`src/rtl/bf_delay_ctrl.sv`:
```
// Sequencer for one radix-2 SDF butterfly stage: FILL / BFLY / DRAIN over 2*DELAY_LENGTH blocks.
// Strobes are combinational from state and inputs; bf_en/bf_sel/out_valid/done lag fifo_read by 1 cycle.
// Backpressure: in_ready drops on fifo_full in FILL and on fifo_empty in BFLY; DRAIN never stalls.
module bf_delay_ctrl #(
  parameter int DELAY_LENGTH = 16,
  parameter int CNT_W        = $clog2(DELAY_LENGTH)
) (
  input  logic             clk,
  input  logic             rst,
  input  logic             start,
  input  logic             in_valid,
  output logic             in_ready,
  output logic             fifo_write,
  output logic             fifo_read,
  input  logic             fifo_full,
  input  logic             fifo_empty,
  output logic             bf_en,
  output logic             bf_sel,
  output logic             out_valid,
  output logic             busy,
  output logic             done,
  output logic             err,
  output logic [CNT_W-1:0] blk_cnt
);

  typedef enum logic [1:0] {
    IDLE  = 2'd0,
    FILL  = 2'd1,
    BFLY  = 2'd2,
    DRAIN = 2'd3
  } state_t;

  localparam logic [CNT_W-1:0] LAST = CNT_W'(DELAY_LENGTH - 1);

  state_t           state;
  state_t           state_nxt;
  logic [CNT_W-1:0] cnt_nxt;
  logic             err_set;
  logic             last_read;
  logic             at_last;

  assign at_last = (blk_cnt == LAST);

  // State and block counter register
  always_ff @(posedge clk) begin
    if (rst) begin
      state   <= IDLE;
      blk_cnt <= '0;
    end else begin
      state   <= state_nxt;
      blk_cnt <= cnt_nxt;
    end
  end

  // Next-state and counter: advance only on accepted blocks (FILL/BFLY) or reads (DRAIN)
  always_comb begin
    state_nxt = state;
    cnt_nxt   = blk_cnt;
    case (state)
      IDLE: begin
        if (start && fifo_empty) begin
          state_nxt = FILL;
          cnt_nxt   = '0;
        end
      end
      FILL: begin
        if (fifo_write) begin
          if (at_last) begin
            state_nxt = BFLY;
            cnt_nxt   = '0;
          end else begin
            cnt_nxt = blk_cnt + CNT_W'(1);
          end
        end
      end
      BFLY: begin
        if (fifo_read) begin
          if (at_last) begin
            state_nxt = DRAIN;
            cnt_nxt   = '0;
          end else begin
            cnt_nxt = blk_cnt + CNT_W'(1);
          end
        end
      end
      DRAIN: begin
        if (fifo_read && !at_last) begin
          cnt_nxt = blk_cnt + CNT_W'(1);
        end else begin
          // Either the final read or an underrun: both end the frame
          state_nxt = IDLE;
          cnt_nxt   = '0;
        end
      end
      default: begin
        state_nxt = IDLE;
        cnt_nxt   = '0;
      end
    endcase
  end

  // Combinational handshake, strobes and protocol-error detection
  always_comb begin
    in_ready   = 1'b0;
    fifo_write = 1'b0;
    fifo_read  = 1'b0;
    err_set    = 1'b0;
    case (state)
      FILL: begin
        in_ready   = !fifo_full;
        fifo_write = in_valid && !fifo_full;
        err_set    = in_valid && fifo_full;
      end
      BFLY: begin
        // Read and write together keep the delay line at DELAY_LENGTH entries
        in_ready   = !fifo_empty;
        fifo_write = in_valid && !fifo_empty;
        fifo_read  = in_valid && !fifo_empty;
        err_set    = in_valid && fifo_empty;
      end
      DRAIN: begin
        fifo_read = !fifo_empty;
        err_set   = fifo_empty;
      end
      default: begin
        in_ready = 1'b0;
      end
    endcase
  end

  assign busy      = (state != IDLE);
  assign last_read = (state == DRAIN) && fifo_read && at_last;

  // Output flags follow the delay-line read by one cycle to match its registered output
  always_ff @(posedge clk) begin
    if (rst) begin
      bf_en     <= 1'b0;
      bf_sel    <= 1'b0;
      out_valid <= 1'b0;
      done      <= 1'b0;
      err       <= 1'b0;
    end else begin
      bf_en     <= fifo_read;
      bf_sel    <= fifo_read && (state == DRAIN);
      out_valid <= fifo_read;
      done      <= last_read;
      err       <= err || err_set;
    end
  end

endmodule

```
`config.mk`:
```
export PLATFORM = sky130hd
export DESIGN_NAME = bf_delay_ctrl
export DESIGN_NICKNAME = d
export VERILOG_FILES = /design/src/rtl/bf_delay_ctrl.sv
export SDC_FILE = /design/constraint.sdc
export NUM_CORES = 1
export LEC_CHECK = 0
export CAP_MARGIN = 0
export CORE_MARGIN = 2
export CORE_UTILIZATION = 49
export DETAILED_ROUTE_END_ITERATION = 10
export PLACE_DENSITY = 0.82
export SLEW_MARGIN = 20
export SYNTH_ARGS = -nofsm -noshare
export SYNTH_HDL_FRONTEND = slang
export SYNTH_SLANG_ARGS = --single-unit
```
`constraint.sdc`:
```
create_clock -name clk -period 2.4 [get_ports clk]
set_input_delay 0.24 -clock clk [delete_from_list [all_inputs] [get_ports clk]]
set_output_delay 0.24 -clock clk [all_outputs]
set_load 0.03 [all_outputs]
```
Yosys cells after proc, flatten, opt, wreduce, memory -nomap -nowiden
Cells that the tools add are included.
{"block": "word_totals", "wordCells": 50, "reg_bits": 10, "in_bits": 6}
{"block": "classes", "n_reduce_logical": 16, "add_sub_neg": 1, "n_eq_ne": 10, "n_mux": 17}
{"operator": "4-bit 2-to-1 mux", "n": 5}
{"operator": "4-bit one-hot mux with 4 select lines", "n": 1}
{"operator": "2-bit 2-to-1 mux", "n": 6}
{"operator": "2-bit != test (second input constant)", "n": 6}
{"operator": "1-bit logical AND", "n": 8}
{"operator": "2-bit one-hot mux with 4 select lines", "n": 1}
{"operator": "1-bit one-hot mux with 2 select lines", "n": 3}
{"operator": "6-bit AND reduction", "n": 1}
{"operator": "4-bit by 1-bit adder with 4-bit output (second input constant)", "n": 1}
{"operator": "2-bit == test (second input constant)", "n": 2}
{"operator": "4-bit == test (second input constant)", "n": 1}
{"operator": "1-bit logical NOT", "n": 3}
{"operator": "1-bit one-hot mux with 3 select lines", "n": 1}
{"operator": "3-bit AND reduction", "n": 1}
{"operator": "2-bit by 1-bit == test with 1-bit output (second input constant)", "n": 1}
{"operator": "2-bit logical NOT", "n": 1}
{"operator": "2-bit nonzero test", "n": 1}
{"operator": "1-bit logical OR", "n": 1}

Longest topological paths before layout
Gate-level depths: netlist (run 1).
{"block": "depth", "ltp_word": 6, "ltp_mapped": 7, "ltp_nobuf": 7}

Least setup slack after synthesis (run 1)
No wires, ideal clock.
{"block": "synth_timing", "path_type": "register to output", "from": "register state[0]", "to": "output in_ready", "required_time_ns": 2.160, "setup_slack_ns": 0.591, "arrival_time_ns": 1.569, "path_stages_with_launch": 5, "path_cell_list": "dfxtp_1 > inv_1 > ha_1 > nand2b_4 > a21boi_0"}
{"block": "synth_via", "elab_chain_len": 2, "word_cells_on_any_way": 3, "cone_classes": "eq/ne: 2; mux: 1"}
{"item": "from (decl)", "line_no": "35", "text": "state_t state;"}
{"item": "from (signal assigned)", "line_no": "50", "text": "state <= state_nxt;"}
{"item": "2-bit == test / 2-bit by 1-bit == test with 1-bit output (equally long branches)", "line_no": "108", "text": "case (state)"}
{"item": "1-bit one-hot mux with 2 select lines (*)", "line_no": "108"}
{"item": "to (decl)", "line_no": "12", "text": "output logic in_ready,"}
Mark *: on every way between the ends. The rest lies on a longest branch, timed or not.

Worst setup path after layout (run 1)
Ends and elaborated chain as after synthesis.

==> results of run 1 <==
-- critical path, stage by stage, from the launching register on --
cell and delay (ns):
dfxtp_1 0.35, inv_1 0.12, ha_2 0.31, nand2b_4 0.09
a21boi_0 0.18, clkdlybuf4s50_1 0.69
-- final timing paths --
path	from	endpoint	slack, ns	depth (start not counted)
worst max-delay path	state[0]	in_ready	0.17	5
worst min-delay path	err	err	0.48	2
worst max register to register	state[0]	blk_cnt[0]	0.62	7
worst min register to register	err	err	0.48	2
-- timing repair --
item	CTS	global route
setup endpoints to repair	0	3
gates resized for setup	0	2
hold endpoints to repair	0	0
-- synthesized netlist by cell type (2+ instances only) --
library cell,count
a21oi_1,5
nand2b_1,2
nand4b_1,2
o21ai_1,2
nand2_1,5
ha_1,6
mux2i_1,2
nand3_1,3
nor2_1,8
nor3_1,3
dfxtp_1,10
o21ai_0,3
inv_1,6
-- area by class of cell --
cell class / count / area share [%]
Tap cell: 15 / 2.12
Timing Repair Buffer: 19 / 21.4
Multi-Input combinational cell: 55 / 47.2
Inverter: 6 / 2.54
Sequential cell: 10 / 22.6
Clock buffer: 4 / 4.09
-- per-layer routing --
metal  part of all wire (%)  track usage (%)
met3                    6.0             6.52
met4                      0             5.00
met5                      0                0
met1                     43             21.6
met2                     51             35.3
-- state kept, by name (all words and copies together), names as in the netlist --
register	flops
err	1
done	1
bf_sel	1
state	2
blk_cnt	4
out_valid	1
-- stage by stage --
stage | util, % | instance area, um^2 | hold slack, ns
6_report | 69.0 | 887 | 0.482
5_1_grt | 69.0 | 887 | 0.517
4_1_cts | 68.6 | 882 | 0.494
3_5_place_dp | 65.8 | 846 | 0.466
3_3_place_gp | 65.8 | 846 | 0.448
2_1_floorplan | - | 662 | 0.395
-- cell families after synthesis --
family / synth area share (%)
AO/OA/AOI/OAI: 27.2
adder cells (fa/ha/maj): 11.3
buffers and inverters: 6.80
flip-flops: 30.2
multiplexers: 3.02
AND/OR/NAND/NOR: 21.4
-- power groups by stage --
stage	Combinational, mW	Clock [mW]	Sequential [mW]
CTS	0.497	0.155	0.206
global route	0.542	0.163	0.208
finish	0.500	0.150	0.205
global placement	0.484	0	0.207
detailed placement	0.495	0	0.209
floorplan	0.368	0	0.218
-- placed cells by master, fill, tap and decap left out, drive strengths merged, types with 3 or more instances in the layout --
cell type / count
a21oi: 7
clkbuf: 4
clkdlybuf4s50: 17
dfxtp: 10
ha: 6
inv: 6
nand2: 5
nand2b: 3
nand3: 3
nor2: 8
nor3: 3
o21ai: 5
==> results.cfg, run 1 <==
[synth]
synth_nets = 86
synth.avg_cell_area_um2 = 8.94
synth_edf_count = 0
synth.largest_area_cell = dfxtp_1
synth_seq_cells = 10
synth_area_leaders = dfxtp_1 (30%), ha_1 (11%), nor2_1 (4.5%)
yosysTopAreaCellShare_pct = 30.2
synth_ff_type = dfxtp_1
synth_cell_types = 30
async_flop_share_pct = 0
ys_seq_area_share_pct = 30.2
synth-warning-count = 0
syn_inst = 74
synth_area_um2 = 662

[clock_tree]
clock_latency_ns = 0.26
cts.clk_slew.worst_paths_ns = 0.07
cts_buffers = 3
hold_buffers = 0
cts.sinks = 10
post_cts_buffers = 0
cts_htree_levels = 1
cts_tree = done
cts_root_buf = clkbuf_4
clock_path_buffers = 2

[placed_design]
dp_slack_ns = 0.337
dp_cells = 105
io_buffers = 18
dp_hpwl_um = 1070
place_congestion = 0.905

[global_routing]
antenna_found_initial = 0
track_usage_pct = 19.5
grt_overflow = 0
first_global_vias = 512
grt_pass1_wl_um = 2100
grt_max_degree = 13

[timing]
layout_setup_ws_ns = 0.170
finalCritPeriodShare_pct = 92.9
rsz0062_at_grt = no
setup_tns_ns = 0
maxSlewViolCount = 0
worst_slew_pin_slew_ns = 0.428
fmax_mhz = 448
finalSetupViolCount = 0
finalHoldViolations = 0
final.setup_skew_ns = 0.00640
slew_headroom_pct = 71.4
period_minus_slack_ns = 2.23

[cells_and_area]
finalNonFillerCells = 109
seqCellArea_um2 = 200
syn2layout_area_growth_pct = 34.0
drive_above_1_share_pct = 14.9
fill_cells = 108
n_antenna_cell = 0
multiInputGateArea_um2 = 419
layout.nets = 107

[hold_path]
holdCritPathClass = reg -> reg

[drt]
wire_per_inst_um = 12.1
drtIter0Drc = 11
via_count = 592
ant_nets = 0
remaining_drc_errors = 0
drt_pass1_iterations = 4
wl_um = 1320
viasPerCell = 5.43

[power]
pwr-share-clk_pct = 17.5
comb_power_share_pct = 58.5
sequentialPowerShare_pct = 24.0
power_density_mw_per_mm2 = 964
ir_drop_uv = 709
p_int_mw = 0.487
power.switching_mw = 0.368
p_sw_share_pct = 43.0
leakage_nw = 0.355
power_mw = 0.855

[floorplan]
core_region_area_mm2 = 0.00128
dieArea_mm2 = 0.00166
initial_core_util_pct = 51.5
die_y_um = 40.8
pin_count = 19
rows = 13
die_w_um = 40.8

[setup_path]
criticalPathCategory = reg -> out
worst_ep_arrival_time_ns = 1.99
cp_max_fo = 6
setup.worst_path.end_class = output port
required_ns = 2.16
worst_setup_path_start_kind = flip-flop

[status]
status = completed

[run]
cap_violations = 0
Power figures use the tool's default switching activity.
==> inputs of run 2 (changes only) <==
==> constraint.sdc (replaced) <==
create_clock -name clk -period 2.4 [get_ports clk]
set_input_delay 0.48 -clock clk [delete_from_list [all_inputs] [get_ports clk]]
set_output_delay 0.48 -clock clk [all_outputs]
set_load 0.03 [all_outputs]
==> results.cfg, run 2 (synthesis gave the netlist of run 1 again) <==
[global_routing]
grt_overflow = 0
antenna_found_initial = 0
grt_pass1_wl_um = 2270
grt_max_degree = 13
first_global_vias = 525
track_usage_pct = 21.4

[setup_path]
worst_setup_path_start_kind = flip-flop
required_ns = 1.92
cp.buffers_inverters = 3
worst_ep_arrival_time_ns = 1.82
criticalPathCategory = reg -> out
slowest_stage = clkdlybuf4s50_1
slowest_delay_ns = 0.67
reg2regPathDepth = 7
regToRegEndpoint = blk_cnt[0]
r2r_setup_slack_ns = 0.64
r2r_start = state[0]
crit_path_frequent_cell = inv_1
cp_cell_sequence = inv_1, ha_1, inv_1, clkdlybuf4s50_1
path_depth = 4
setup.worst_path.end_class = output port
critical-path-top-delay-family = buffers and inverters
cp_max_fo = 4

[drt]
ant_nets = 0
drt_pass1_iterations = 4
viasPerCell = 5.38
drtIter0Drc = 11
remaining_drc_errors = 0
via_count = 592
wire_per_inst_um = 11.8
wl_um = 1300

[floorplan]
dieArea_mm2 = 0.00166
die_w_um = 40.8
core_region_area_mm2 = 0.00128
initial_core_util_pct = 51.5
die_y_um = 40.8
pin_count = 19
rows = 13

[power]
leakage_nw = 0.366
power_density_mw_per_mm2 = 967
power_mw = 0.857
ir_drop_uv = 573

[timing]
maxSlewViolCount = 0
finalHoldViolations = 0
setup_tns_ns = 0
worst_slew_pin_slew_ns = 0.427
finalCritPeriodShare_pct = 95.8
slew_headroom_pct = 71.4
rsz0062_at_grt = no
fmax_mhz = 435
period_minus_slack_ns = 2.30
final.setup_skew_ns = 0.00203
layout_setup_ws_ns = 0.0998
finalSetupViolCount = 0

[clock_tree]
clock_path_buffers = 2
cts_htree_levels = 1
post_cts_buffers = 0
cts.sinks = 10
cts_buffers = 3
cts.clk_slew.worst_paths_ns = 0.07
cts_root_buf = clkbuf_4
clock_latency_ns = 0.28
cts_tree = done

[run]
cap_violations = 0

[cells_and_area]
largest_reg_flops = 4
layout.nets = 108
reg_top3 = blk_cnt: 4 flops, state: 2 flops
fill_cells = 115
layout_common_cells = clkdlybuf4s50_1 (15), dfxtp_1 (10), nor2_1 (8)
syn2layout_area_growth_pct = 34.0
largest_register = blk_cnt
n_antenna_cell = 0
layout.cells.most_common = clkdlybuf4s50_1
finish.instance_area_um2 = 887
drive_above_1_share_pct = 16.8

[hold_path]
worstHoldStart = err
holdCritPathClass = reg -> reg
worstHoldPathCells = 2
min_to = err

[placed_design]
place_congestion = 0.864
dp_slack_ns = 0.0682
place_area_um2 = 848
dp_hpwl_um = 1030
io_buffers = 18

[status]
status = completed
run 2: how the worst max path moves through the flow:
stage | from | endpoint | slack (ns)
after floorplan | state[0] | in_ready | 0.35
after global placement | in_valid | fifo_read | 0.11
after detailed placement | in_valid | fifo_read | 0.07
after CTS | state[0] | fifo_read | 0.06
after global routing | state[0] | busy | 0.01
final | state[0] | busy | 0.1
run 2: cell type report:
class                           instances  area (um^2)  area share (%)
Tap cell                               15         18.8            2.12
Multi-Input combinational cell         55          417            47.0
Sequential cell                        10          200            22.6
Clock buffer                            4         36.3            4.09
Inverter                                6         22.5            2.54
Timing Repair Buffer                   20          193            21.7
run 2: worst register-to-register path, cell delays in order (launching register included):
cell and delay [ns]:
dfxtp_1 0.40, inv_1 0.10, ha_1 0.26, a21boi_2 0.19, o32ai_4 0.21, o21a_2 0.25, mux2i_1 0.18, nor2_1 0.05
run 2: through the flow:
stage / utilization [%] / hold WS [ns] / instances
6_report: 69.0 / 0.486 / 110
2_1_floorplan: - / 0.535 / 74
3_5_place_dp: 66.0 / 0.477 / 106
5_1_grt: 69.0 / 0.512 / 110
4_1_cts: 68.8 / 0.496 / 110
3_3_place_gp: 66.0 / 0.448 / 106
run 2: timing repair:
action	in CTS	in global routing
setup endpoints to repair	0	1
resized for setup	0	1
hold buffers	0	0
run 2: per-layer routing:
metal | GRT usage (%) | part of all wire, % | vias to the layer above
met4 | 7.50 | 1.5 | 0
met5 | 0 | 0 | -
li1 | - | - | 306
met1 | 24.7 | 45 | 262
met2 | 35.7 | 48 | 21
met3 | 8.15 | 5.8 | 3
run 2: where the power goes:
group / internal [mW] / total [mW] / switching (mW) / leakage (nW)
registers: 0.186 / 0.205 / 0.0185 / 0.0809
clock network: 0.0924 / 0.157 / 0.0643 / 0.0210
logic: 0.210 / 0.496 / 0.286 / 0.264
total: 0.488 / 0.857 / 0.369 / 0.366
